File: config.mk
export PLATFORM = sky130hd
export DESIGN_NAME = alu_share_arbiter_flat
export DESIGN_NICKNAME = d
export VERILOG_FILES = /design/src/rtl/alu_share_arbiter_if.sv /design/src/rtl/alu_share_arbiter.sv /design/src/flat_wrapper.sv
export SDC_FILE = /design/constraint.sdc
export NUM_CORES = 1
export LEC_CHECK = 0
export CAP_MARGIN = 20
export CELL_PAD_IN_SITES_DETAIL_PLACEMENT = 2
export CELL_PAD_IN_SITES_GLOBAL_PLACEMENT = 2
export CORE_MARGIN = 4
export CORE_UTILIZATION = 26
export DETAILED_ROUTE_END_ITERATION = 12
export GPL_TIMING_DRIVEN = 1
export PLACE_DENSITY = 0.94
export SLEW_MARGIN = 20
export SYNTH_ARGS = -nofsm -noshare
export SYNTH_HDL_FRONTEND = slang
export SYNTH_SLANG_ARGS = --single-unit
File: constraint.sdc
create_clock -name clk -period 3.25 [get_ports clk]
set_input_delay 0.325 -clock clk [delete_from_list [all_inputs] [get_ports clk]]
set_output_delay 0.325 -clock clk [all_outputs]
set_load 0.02 [all_outputs]
File: src/rtl/alu_share_arbiter_if.sv
// rtl/alu_share_arbiter_if.sv - requester, response and ALU-side signals of the shared ALU arbiter
interface alu_share_arbiter_if #(
  parameter int WIDTH = 32,
  parameter int OP_W  = 2
);
  logic             req0_valid;
  logic             req0_ready;
  logic [WIDTH-1:0] req0_a;
  logic [WIDTH-1:0] req0_b;
  logic [OP_W-1:0]  req0_op;
  logic             rsp0_valid;
  logic             rsp0_ready;
  logic [WIDTH-1:0] rsp0_result;
  logic             rsp0_zero;

  logic             req1_valid;
  logic             req1_ready;
  logic [WIDTH-1:0] req1_a;
  logic [WIDTH-1:0] req1_b;
  logic [OP_W-1:0]  req1_op;
  logic             rsp1_valid;
  logic             rsp1_ready;
  logic [WIDTH-1:0] rsp1_result;
  logic             rsp1_zero;

  logic [WIDTH-1:0] alu_src_a;
  logic [WIDTH-1:0] alu_src_b;
  logic [OP_W-1:0]  alu_op;
  logic [WIDTH-1:0] alu_result;
  logic             alu_zero;
  logic             busy;

  modport slave (
    input  req0_valid, req0_a, req0_b, req0_op, rsp0_ready,
    input  req1_valid, req1_a, req1_b, req1_op, rsp1_ready,
    input  alu_result, alu_zero,
    output req0_ready, rsp0_valid, rsp0_result, rsp0_zero,
    output req1_ready, rsp1_valid, rsp1_result, rsp1_zero,
    output alu_src_a, alu_src_b, alu_op, busy
  );

  modport master (
    output req0_valid, req0_a, req0_b, req0_op, rsp0_ready,
    output req1_valid, req1_a, req1_b, req1_op, rsp1_ready,
    output alu_result, alu_zero,
    input  req0_ready, rsp0_valid, rsp0_result, rsp0_zero,
    input  req1_ready, rsp1_valid, rsp1_result, rsp1_zero,
    input  alu_src_a, alu_src_b, alu_op, busy
  );
endinterface

File: src/rtl/alu_share_arbiter.sv
// rtl/alu_share_arbiter.sv - round-robin sharing of one combinational ALU between two requesters
module alu_share_arbiter #(
  parameter int WIDTH = 32,
  parameter int OP_W  = 2
) (
  input  logic clk,
  input  logic reset_n,
  alu_share_arbiter_if.slave bus
);
  typedef enum logic [1:0] {IDLE, ISSUE, RESP} state_t;

  state_t           r_state;
  logic             r_last_grant;
  logic             r_owner;
  logic             r_busy;
  logic [WIDTH-1:0] r_a;
  logic [WIDTH-1:0] r_b;
  logic [OP_W-1:0]  r_op;
  logic [WIDTH-1:0] r_result0;
  logic [WIDTH-1:0] r_result1;
  logic             r_zero0;
  logic             r_zero1;
  logic             r_rsp0_valid;
  logic             r_rsp1_valid;

  logic w_any_valid;
  logic w_sel;
  logic w_fire;
  logic w_owner_ready;

  assign w_any_valid   = bus.req0_valid | bus.req1_valid;
  // On a tie the requester that was not served last goes next
  assign w_sel         = (bus.req0_valid & bus.req1_valid) ? ~r_last_grant : bus.req1_valid;
  assign w_fire        = (r_state == IDLE) & w_any_valid;
  assign w_owner_ready = r_owner ? bus.rsp1_ready : bus.rsp0_ready;

  assign bus.req0_ready  = w_fire & ~w_sel;
  assign bus.req1_ready  = w_fire & w_sel;
  assign bus.rsp0_valid  = r_rsp0_valid;
  assign bus.rsp1_valid  = r_rsp1_valid;
  assign bus.rsp0_result = r_result0;
  assign bus.rsp1_result = r_result1;
  assign bus.rsp0_zero   = r_zero0;
  assign bus.rsp1_zero   = r_zero1;
  assign bus.alu_src_a   = r_a;
  assign bus.alu_src_b   = r_b;
  assign bus.alu_op      = r_op;
  assign bus.busy        = r_busy;

  always_ff @(posedge clk or negedge reset_n) begin
    if (!reset_n) begin
      r_state      <= IDLE;
      r_last_grant <= 1'b1;
      r_owner      <= 1'b0;
      r_busy       <= 1'b0;
      r_a          <= '0;
      r_b          <= '0;
      r_op         <= '0;
      r_result0    <= '0;
      r_result1    <= '0;
      r_zero0      <= 1'b0;
      r_zero1      <= 1'b0;
      r_rsp0_valid <= 1'b0;
      r_rsp1_valid <= 1'b0;
    end else begin
      case (r_state)
        IDLE: begin
          if (w_fire) begin
            r_owner <= w_sel;
            r_a     <= w_sel ? bus.req1_a  : bus.req0_a;
            r_b     <= w_sel ? bus.req1_b  : bus.req0_b;
            r_op    <= w_sel ? bus.req1_op : bus.req0_op;
            r_busy  <= 1'b1;
            r_state <= ISSUE;
          end
        end
        ISSUE: begin
          // Only the owner's response registers move; the other side keeps its last result
          if (r_owner) begin
            r_result1    <= bus.alu_result;
            r_zero1      <= bus.alu_zero;
            r_rsp1_valid <= 1'b1;
          end else begin
            r_result0    <= bus.alu_result;
            r_zero0      <= bus.alu_zero;
            r_rsp0_valid <= 1'b1;
          end
          r_state <= RESP;
        end
        RESP: begin
          if (w_owner_ready) begin
            r_rsp0_valid <= 1'b0;
            r_rsp1_valid <= 1'b0;
            r_last_grant <= r_owner;
            r_busy       <= 1'b0;
            r_state      <= IDLE;
          end
        end
        default: r_state <= IDLE;
      endcase
    end
  end
endmodule

File: src/flat_wrapper.sv
// flat-port wrapper written by rule: the top's interface ports become plain ports
module alu_share_arbiter_flat 
#(
  parameter int WIDTH = 32,
  parameter int OP_W  = 2
)
  (clk, reset_n, bus_req0_valid, bus_req0_a, bus_req0_b, bus_req0_op, bus_rsp0_ready, bus_req1_valid, bus_req1_a, bus_req1_b, bus_req1_op, bus_rsp1_ready, bus_alu_result, bus_alu_zero, bus_req0_ready, bus_rsp0_valid, bus_rsp0_result, bus_rsp0_zero, bus_req1_ready, bus_rsp1_valid, bus_rsp1_result, bus_rsp1_zero, bus_alu_src_a, bus_alu_src_b, bus_alu_op, bus_busy);
  alu_share_arbiter_if #(.WIDTH(WIDTH), .OP_W(OP_W)) bus_i ();
  input  logic clk;
  input  logic reset_n;
  input wire logic [$bits(bus_i.req0_valid)-1:0] bus_req0_valid;
  input wire logic [$bits(bus_i.req0_a)-1:0] bus_req0_a;
  input wire logic [$bits(bus_i.req0_b)-1:0] bus_req0_b;
  input wire logic [$bits(bus_i.req0_op)-1:0] bus_req0_op;
  input wire logic [$bits(bus_i.rsp0_ready)-1:0] bus_rsp0_ready;
  input wire logic [$bits(bus_i.req1_valid)-1:0] bus_req1_valid;
  input wire logic [$bits(bus_i.req1_a)-1:0] bus_req1_a;
  input wire logic [$bits(bus_i.req1_b)-1:0] bus_req1_b;
  input wire logic [$bits(bus_i.req1_op)-1:0] bus_req1_op;
  input wire logic [$bits(bus_i.rsp1_ready)-1:0] bus_rsp1_ready;
  input wire logic [$bits(bus_i.alu_result)-1:0] bus_alu_result;
  input wire logic [$bits(bus_i.alu_zero)-1:0] bus_alu_zero;
  output wire logic [$bits(bus_i.req0_ready)-1:0] bus_req0_ready;
  output wire logic [$bits(bus_i.rsp0_valid)-1:0] bus_rsp0_valid;
  output wire logic [$bits(bus_i.rsp0_result)-1:0] bus_rsp0_result;
  output wire logic [$bits(bus_i.rsp0_zero)-1:0] bus_rsp0_zero;
  output wire logic [$bits(bus_i.req1_ready)-1:0] bus_req1_ready;
  output wire logic [$bits(bus_i.rsp1_valid)-1:0] bus_rsp1_valid;
  output wire logic [$bits(bus_i.rsp1_result)-1:0] bus_rsp1_result;
  output wire logic [$bits(bus_i.rsp1_zero)-1:0] bus_rsp1_zero;
  output wire logic [$bits(bus_i.alu_src_a)-1:0] bus_alu_src_a;
  output wire logic [$bits(bus_i.alu_src_b)-1:0] bus_alu_src_b;
  output wire logic [$bits(bus_i.alu_op)-1:0] bus_alu_op;
  output wire logic [$bits(bus_i.busy)-1:0] bus_busy;
  assign bus_i.req0_valid = bus_req0_valid;
  assign bus_i.req0_a = bus_req0_a;
  assign bus_i.req0_b = bus_req0_b;
  assign bus_i.req0_op = bus_req0_op;
  assign bus_i.rsp0_ready = bus_rsp0_ready;
  assign bus_i.req1_valid = bus_req1_valid;
  assign bus_i.req1_a = bus_req1_a;
  assign bus_i.req1_b = bus_req1_b;
  assign bus_i.req1_op = bus_req1_op;
  assign bus_i.rsp1_ready = bus_rsp1_ready;
  assign bus_i.alu_result = bus_alu_result;
  assign bus_i.alu_zero = bus_alu_zero;
  assign bus_req0_ready = bus_i.req0_ready;
  assign bus_rsp0_valid = bus_i.rsp0_valid;
  assign bus_rsp0_result = bus_i.rsp0_result;
  assign bus_rsp0_zero = bus_i.rsp0_zero;
  assign bus_req1_ready = bus_i.req1_ready;
  assign bus_rsp1_valid = bus_i.rsp1_valid;
  assign bus_rsp1_result = bus_i.rsp1_result;
  assign bus_rsp1_zero = bus_i.rsp1_zero;
  assign bus_alu_src_a = bus_i.alu_src_a;
  assign bus_alu_src_b = bus_i.alu_src_b;
  assign bus_alu_op = bus_i.alu_op;
  assign bus_busy = bus_i.busy;
  alu_share_arbiter #(.WIDTH(WIDTH), .OP_W(OP_W)) u_core (.clk(clk), .reset_n(reset_n), .bus(bus_i));
endmodule
After elaboration in Yosys (flattened, before gate mapping)
Index checks and enable logic that the tools add are counted.
{"block": "word_totals", "reg_bits": 139, "word_cells": 53, "in_bits": 171, "output_inout_bits": 137}
{"block": "op_classes", "bitwise_logic": 8, "n_reduce_logical": 11, "n_eq_ne": 6, "n_mux": 15}
{"operator": "$mux W32", "n": 2}
{"operator": "$reduce_and A2 Y1", "n": 5}
{"operator": "$reduce_and A3 Y1", "n": 3}
{"operator": "$mux W1", "n": 6}
{"operator": "$mux W2", "n": 3}
{"operator": "$ne A2 B1 Y1 const B", "n": 3}
{"operator": "$pmux W1 S2", "n": 3}
{"operator": "$pmux W2 S3", "n": 1}
{"operator": "$and A1 B1 Y1", "n": 4}
{"operator": "$reduce_bool A2 Y1", "n": 2}
{"operator": "$not A1 Y1", "n": 3}
{"operator": "$eq A2 B1 Y1 const B", "n": 1}
{"operator": "$eq A2 B2 Y1 const B", "n": 1}
{"operator": "$logic_not A2 Y1", "n": 1}
{"operator": "$ne A2 B2 Y1 const B", "n": 1}
{"operator": "$or A1 B1 Y1", "n": 1}

Depth between registers and ports, before layout
{"block": "depth", "word_depth": 4, "depth_mapped": 7, "depth_no_buf": 5}

Worst setup path before layout
Ideal clock, no wire load.
{"block": "synth_timing", "kind": "register -> register", "start": "register u_core.r_state[1]", "end": "register u_core.r_result0[0], in the netlist u_core.bus.rsp0_result[0]", "path_stages_with_launch": 7, "path_slack_ps": 1646, "required_ps": 3125, "setup_ps": 125, "t_arrival_ps": 1479, "path_buffers": 2, "period_less_slack_ps": 1604, "cell_sequence": "dfrtp_1 > inv_1 > ha_1 > nor2b_1 > buf_2 > buf_2 > mux2_2"}
{"block": "synth_via", "elab_chain_len": 2}
{"element": "start, declared", "line": "alu_share_arbiter.sv:12", "text": "state_t r_state;"}
{"element": "start signal, assigned", "line": "alu_share_arbiter.sv:52", "text": "r_state <= IDLE;"}
{"element": "start signal, assigned", "line": "alu_share_arbiter.sv:74", "text": "r_state <= ISSUE;"}
{"element": "start signal, assigned", "line": "alu_share_arbiter.sv:88", "text": "r_state <= RESP;"}
{"element": "$eq A2 B1 Y1", "line": "alu_share_arbiter.sv:66", "text": "case (r_state)"}
{"element": "$reduce_and A2 Y1 (no source line)"}
{"element": "end signal, assigned", "line": "alu_share_arbiter.sv:84", "text": "r_result0 <= bus.alu_result;"}
{"element": "end, declared", "line": "alu_share_arbiter.sv:19", "text": "logic [WIDTH-1:0] r_result0;"}
Every way passes these cells.
A chain may end at the register's enable or synchronous reset.

Final worst setup path
{"block": "layout_timing", "start": "register u_core.r_state[1]", "end": "output port bus_req0_ready"}
{"block": "layout_via", "elab_chain_len": 3}
{"element": "$logic_not A2 Y1", "line": "alu_share_arbiter.sv:34", "text": "assign w_fire = (r_state == IDLE) & w_any_valid;"}
{"element": "$and A1 B1 Y1", "line": "alu_share_arbiter.sv:34"}
{"element": "$and A1 B1 Y1", "line": "alu_share_arbiter.sv:37", "text": "assign bus.req0_ready = w_fire & ~w_sel;"}
{"element": "end, declared", "line": "flat_wrapper.sv:23", "text": "output wire logic [$bits(bus_i.req0_ready)-1:0] bus_req0_ready;"}
Every way passes these cells.

==> impl_summary.log <==
INFO  metric final.period_utilization = 77.08%
INFO  metric cap_violations = 0
INFO  metric htree_num_levels = 4
INFO  metric timing_worst_setup_path_type = reg -> out
INFO  metric area_growth_syn_to_layout = 69.06%
INFO  metric timing_hold_violations_final = 0
INFO  metric clk_root_buffer_cell = sky130_fd_sc_hd__clkbuf_16
INFO  metric worst_ep_required_time = 2.92 ns
INFO  metric detail_route.vias_per_cell = 4.787
INFO  metric first_global_vias = 5708
INFO  metric regArea = 3480 um^2
INFO  metric cellLeakagePower = 3.912 nW
INFO  metric detail_route.wl_per_cell = 23.42 um
INFO  metric syn_area_per_cell = 14.19 um^2
INFO  metric timing.reg2reg.setup_slack = 1.01 ns
INFO  metric synthesis.yosys.warnings = 0
INFO  metric fp-row-count = 54
INFO  metric initialDrtViolationCount = 173
INFO  metric max-clock-path-buffers = 2
INFO  metric max-vdd-ir-drop = 542.8 uV
INFO  metric post-route-min-period = 2.505 ns
INFO  metric slew_viol_final = 0
INFO  metric num_vias = 4792
INFO  metric rsz0062_at_grt = no
INFO  metric nNetsFinal = 885
INFO  metric synth_fp_nets = 580
INFO  metric start_util = 26.36%
INFO  metric multi_input_comb_area = 2096 um^2
INFO  metric fmaxAchievable = 0.3992 GHz
INFO  metric firstDrtPassIters = 6
INFO  metric global_route.overflow_total = 0
INFO  metric timing.final.setup_violations = 0
INFO  metric outcome = finished, final reports clean
INFO  metric path_max_fanout = 5
INFO  metric postCtsResizedCells = 0
INFO  metric routed_wirelength = 23450 um
INFO  metric numClockSinks = 139
INFO  metric total_standard_cell_area_after_synthesis = 5734 um^2
INFO  metric synth_seq_cells = 139
INFO  metric portBuffers = 307
INFO  metric p_per_area = 1072 nW/um^2
INFO  metric floorplan.core_area = 21760 um^2
INFO  metric place_congestion = 0.7910
INFO  metric drive_above_1_share = 15.53%
INFO  metric min-delay-path-class = in -> async
INFO  metric synthDistinctLibCells = 27
INFO  metric grt_start_max_net_pins = 68
INFO  metric ys_seq_area_share = 60.68%
INFO  metric drt.antenna.violating_nets = 0
INFO  metric clk_pin_slew = 0.07 ns
INFO  metric stdcell_area = 9694 um^2
INFO  metric cts_buffers = 17
INFO  metric final.hold.worst_slack = 0.4901 ns
INFO  metric num_antenna_cells = 0
INFO  metric fin_worst_skew = 0.01230 ns
INFO  metric dpl-instance-area = 9092 um^2
INFO  metric pin_count = 308
INFO  metric worst_pin_slew = 0.8070 ns
INFO  metric worstSetupStartpointType = flop
INFO  metric timing.setup.tns = 0 ns
INFO  metric syn-instance-count = 404
INFO  metric critical_path_arrival = 2.18 ns
INFO  metric remaining_drcs = 0
INFO  metric grt_use_total = 18.77%
INFO  metric cts_tree = done
INFO  metric die_w = 156.5 um
INFO  metric die_height = 156.5 um
INFO  metric design.die.area = 24500 um^2
INFO  metric clk_latency = 0.41 ns
INFO  metric grt_first_pass_wirelength = 34890 um
INFO  metric slew_headroom = 46.20%
INFO  metric fillCellCount = 2129
INFO  metric cp-end-kind = output pin
INFO  metric worst_r2r_path_depth = 6
INFO  metric detailed_placement_wirelength_estimate = 17370 um
INFO  metric antenna_found_initial = 5
-- placed cells by master (no fill, tap or decap), types with 2 or more instances in the layout --
master,Yosys,routed
sky130_fd_sc_hd__clkinvlp_4,0,4
sky130_fd_sc_hd__nor2_1,3,3
sky130_fd_sc_hd__bufinv_16,0,2
sky130_fd_sc_hd__o21ai_0,2,2
sky130_fd_sc_hd__and2_1,2,2
sky130_fd_sc_hd__clkbuf_8,0,2
sky130_fd_sc_hd__mux2_2,68,68
sky130_fd_sc_hd__o22a_1,2,2
sky130_fd_sc_hd__a21oi_4,0,2
sky130_fd_sc_hd__a21oi_1,3,3
sky130_fd_sc_hd__clkdlybuf4s50_1,0,306
sky130_fd_sc_hd__clkinv_4,0,2
sky130_fd_sc_hd__buf_12,0,2
sky130_fd_sc_hd__inv_1,4,4
sky130_fd_sc_hd__nand2_1,5,5
sky130_fd_sc_hd__dfrtp_1,138,138
sky130_fd_sc_hd__a221o_1,66,66
sky130_fd_sc_hd__inv_6,0,3
sky130_fd_sc_hd__clkbuf_16,0,17
sky130_fd_sc_hd__ha_1,5,5
sky130_fd_sc_hd__buf_4,4,5
sky130_fd_sc_hd__and2_0,65,65
-- metrics by stage --
stage	setup WS [ns]	utilization [%]	power [mW]	instances
after floorplan	1.646	-	5.821	404
after global placement	1.002	41.79	8.179	969
after detailed placement	0.9048	41.79	8.483	969
after CTS	0.7151	44.56	10.58	1001
after global routing	0.6488	44.56	10.99	1001
final	0.7451	44.56	10.39	1001
-- final timing paths --
kind                                            start                    endpoint
max reg2reg                         u_core.r_state[1]    u_core.bus.alu_src_a[30]
max                                 u_core.r_state[1]              bus_req0_ready
min in group clk           u_core.bus.rsp1_result[26]  u_core.bus.rsp1_result[26]
min reg2reg                u_core.bus.rsp1_result[26]  u_core.bus.rsp1_result[26]
min                                           reset_n  u_core.bus.rsp0_result[24]
max in group asynchronous                     reset_n   u_core.bus.rsp0_result[7]
-- flip-flops by register name (all words and copies together), names as in the netlist --
| register | flops |
|---|---|
| u_core.bus.alu_op | 2 |
| u_core.r_last_grant | 1 |
| u_core.r_owner | 1 |
| u_core.bus.alu_src_b | 32 |
| u_core.bus.busy | 1 |
| u_core.bus.rsp1_valid | 1 |
| u_core.bus.alu_src_a | 32 |
| u_core.bus.rsp1_zero | 1 |
| u_core.r_state | 2 |
| u_core.bus.rsp1_result | 32 |
| u_core.bus.rsp0_zero | 1 |
| u_core.bus.rsp0_result | 32 |
| u_core.bus.rsp0_valid | 1 |
-- logic make-up (layout without fill, tap and decap cells) --
group | count (synthesis) | in the layout | synth area share (%)
DFF | 139 | 139 | 60.68
buffers and inverters | 33 | 350 | 3.295
adders and majority gates | 5 | 5 | 1.091
and+or+nand+nor | 79 | 79 | 8.270
muxes | 69 | 69 | 13.53
AOI/OAI and AO/OA | 79 | 79 | 13.14
-- final cells by class --
cell class	count	share of cell area, %
clock buffers	19	4.672
clock inverters	12	1.433
inverters	4	0.1549
multi-input cells	232	21.62
flip-flops and latches	139	35.89
well taps	280	3.614
repair buffers	315	32.61
-- worst max-delay path: stages (launching register included) --
cell,delay (ns)
sky130_fd_sc_hd__dfrtp_1,0.40
sky130_fd_sc_hd__inv_1,0.14
sky130_fd_sc_hd__ha_1,0.32
sky130_fd_sc_hd__nand2_1,0.14
sky130_fd_sc_hd__a21oi_4,0.14
sky130_fd_sc_hd__clkdlybuf4s50_1,0.62
-- synth_stat cells --
master                     count  area (um^2)
sky130_fd_sc_hd__dfrtp_1     138         3453
sky130_fd_sc_hd__mux2_2       68        765.7
sky130_fd_sc_hd__a221o_1      66        660.6
sky130_fd_sc_hd__and2_0       65        406.6
sky130_fd_sc_hd__buf_2        16        80.08
sky130_fd_sc_hd__clkbuf_1      5        18.77
sky130_fd_sc_hd__ha_1          5        62.56
sky130_fd_sc_hd__nand2_1       5        18.77
sky130_fd_sc_hd__buf_4         4        30.03
sky130_fd_sc_hd__buf_6         4        45.04
sky130_fd_sc_hd__inv_1         4        15.01
sky130_fd_sc_hd__a21oi_1       3        15.01
sky130_fd_sc_hd__nor2_1        3        11.26
sky130_fd_sc_hd__a21oi_2       2        17.52
sky130_fd_sc_hd__and2_1        2        12.51
sky130_fd_sc_hd__o21ai_0       2        10.01
sky130_fd_sc_hd__o22a_1        2        17.52
sky130_fd_sc_hd__a21o_1        1        7.510
sky130_fd_sc_hd__a22oi_1       1        7.510
sky130_fd_sc_hd__dfstp_2       1        26.28
sky130_fd_sc_hd__mux2i_1       1        10.01
sky130_fd_sc_hd__nand2b_1      1        6.260
sky130_fd_sc_hd__nand3_1       1        5.000
sky130_fd_sc_hd__nand3b_1      1        7.510
sky130_fd_sc_hd__nor2b_1       1        6.260
sky130_fd_sc_hd__o21ai_2       1        8.760
sky130_fd_sc_hd__o311ai_0      1        8.760
-- layer usage --
layer	track usage, %	vias to the layer above	wire length, um
met2	33.54	244	12120
met3	8.462	30	2534
met4	5.248	10	410
met1	20.01	2407	8315
met5	0	-	69
li1	-	2101	-
-- timing repair --
action,4_1_cts,5_1_grt
hold buffers,1,0
endpoints found under the setup margin,0,0
endpoints found under the hold margin,64,0
buffers inserted,0,0
-- where the power goes --
| group | total (mW) | internal, mW | leakage, nW | switching [mW] |
|---|---|---|---|---|
| Combinational | 5.31 | 2.69 | 1.97 | 2.62 |
| Clock | 1.97 | 1.18 | 0.278 | 0.798 |
| Sequential | 3.11 | 2.60 | 1.67 | 0.503 |
Note: power is estimated with default switching activity, not from simulation.
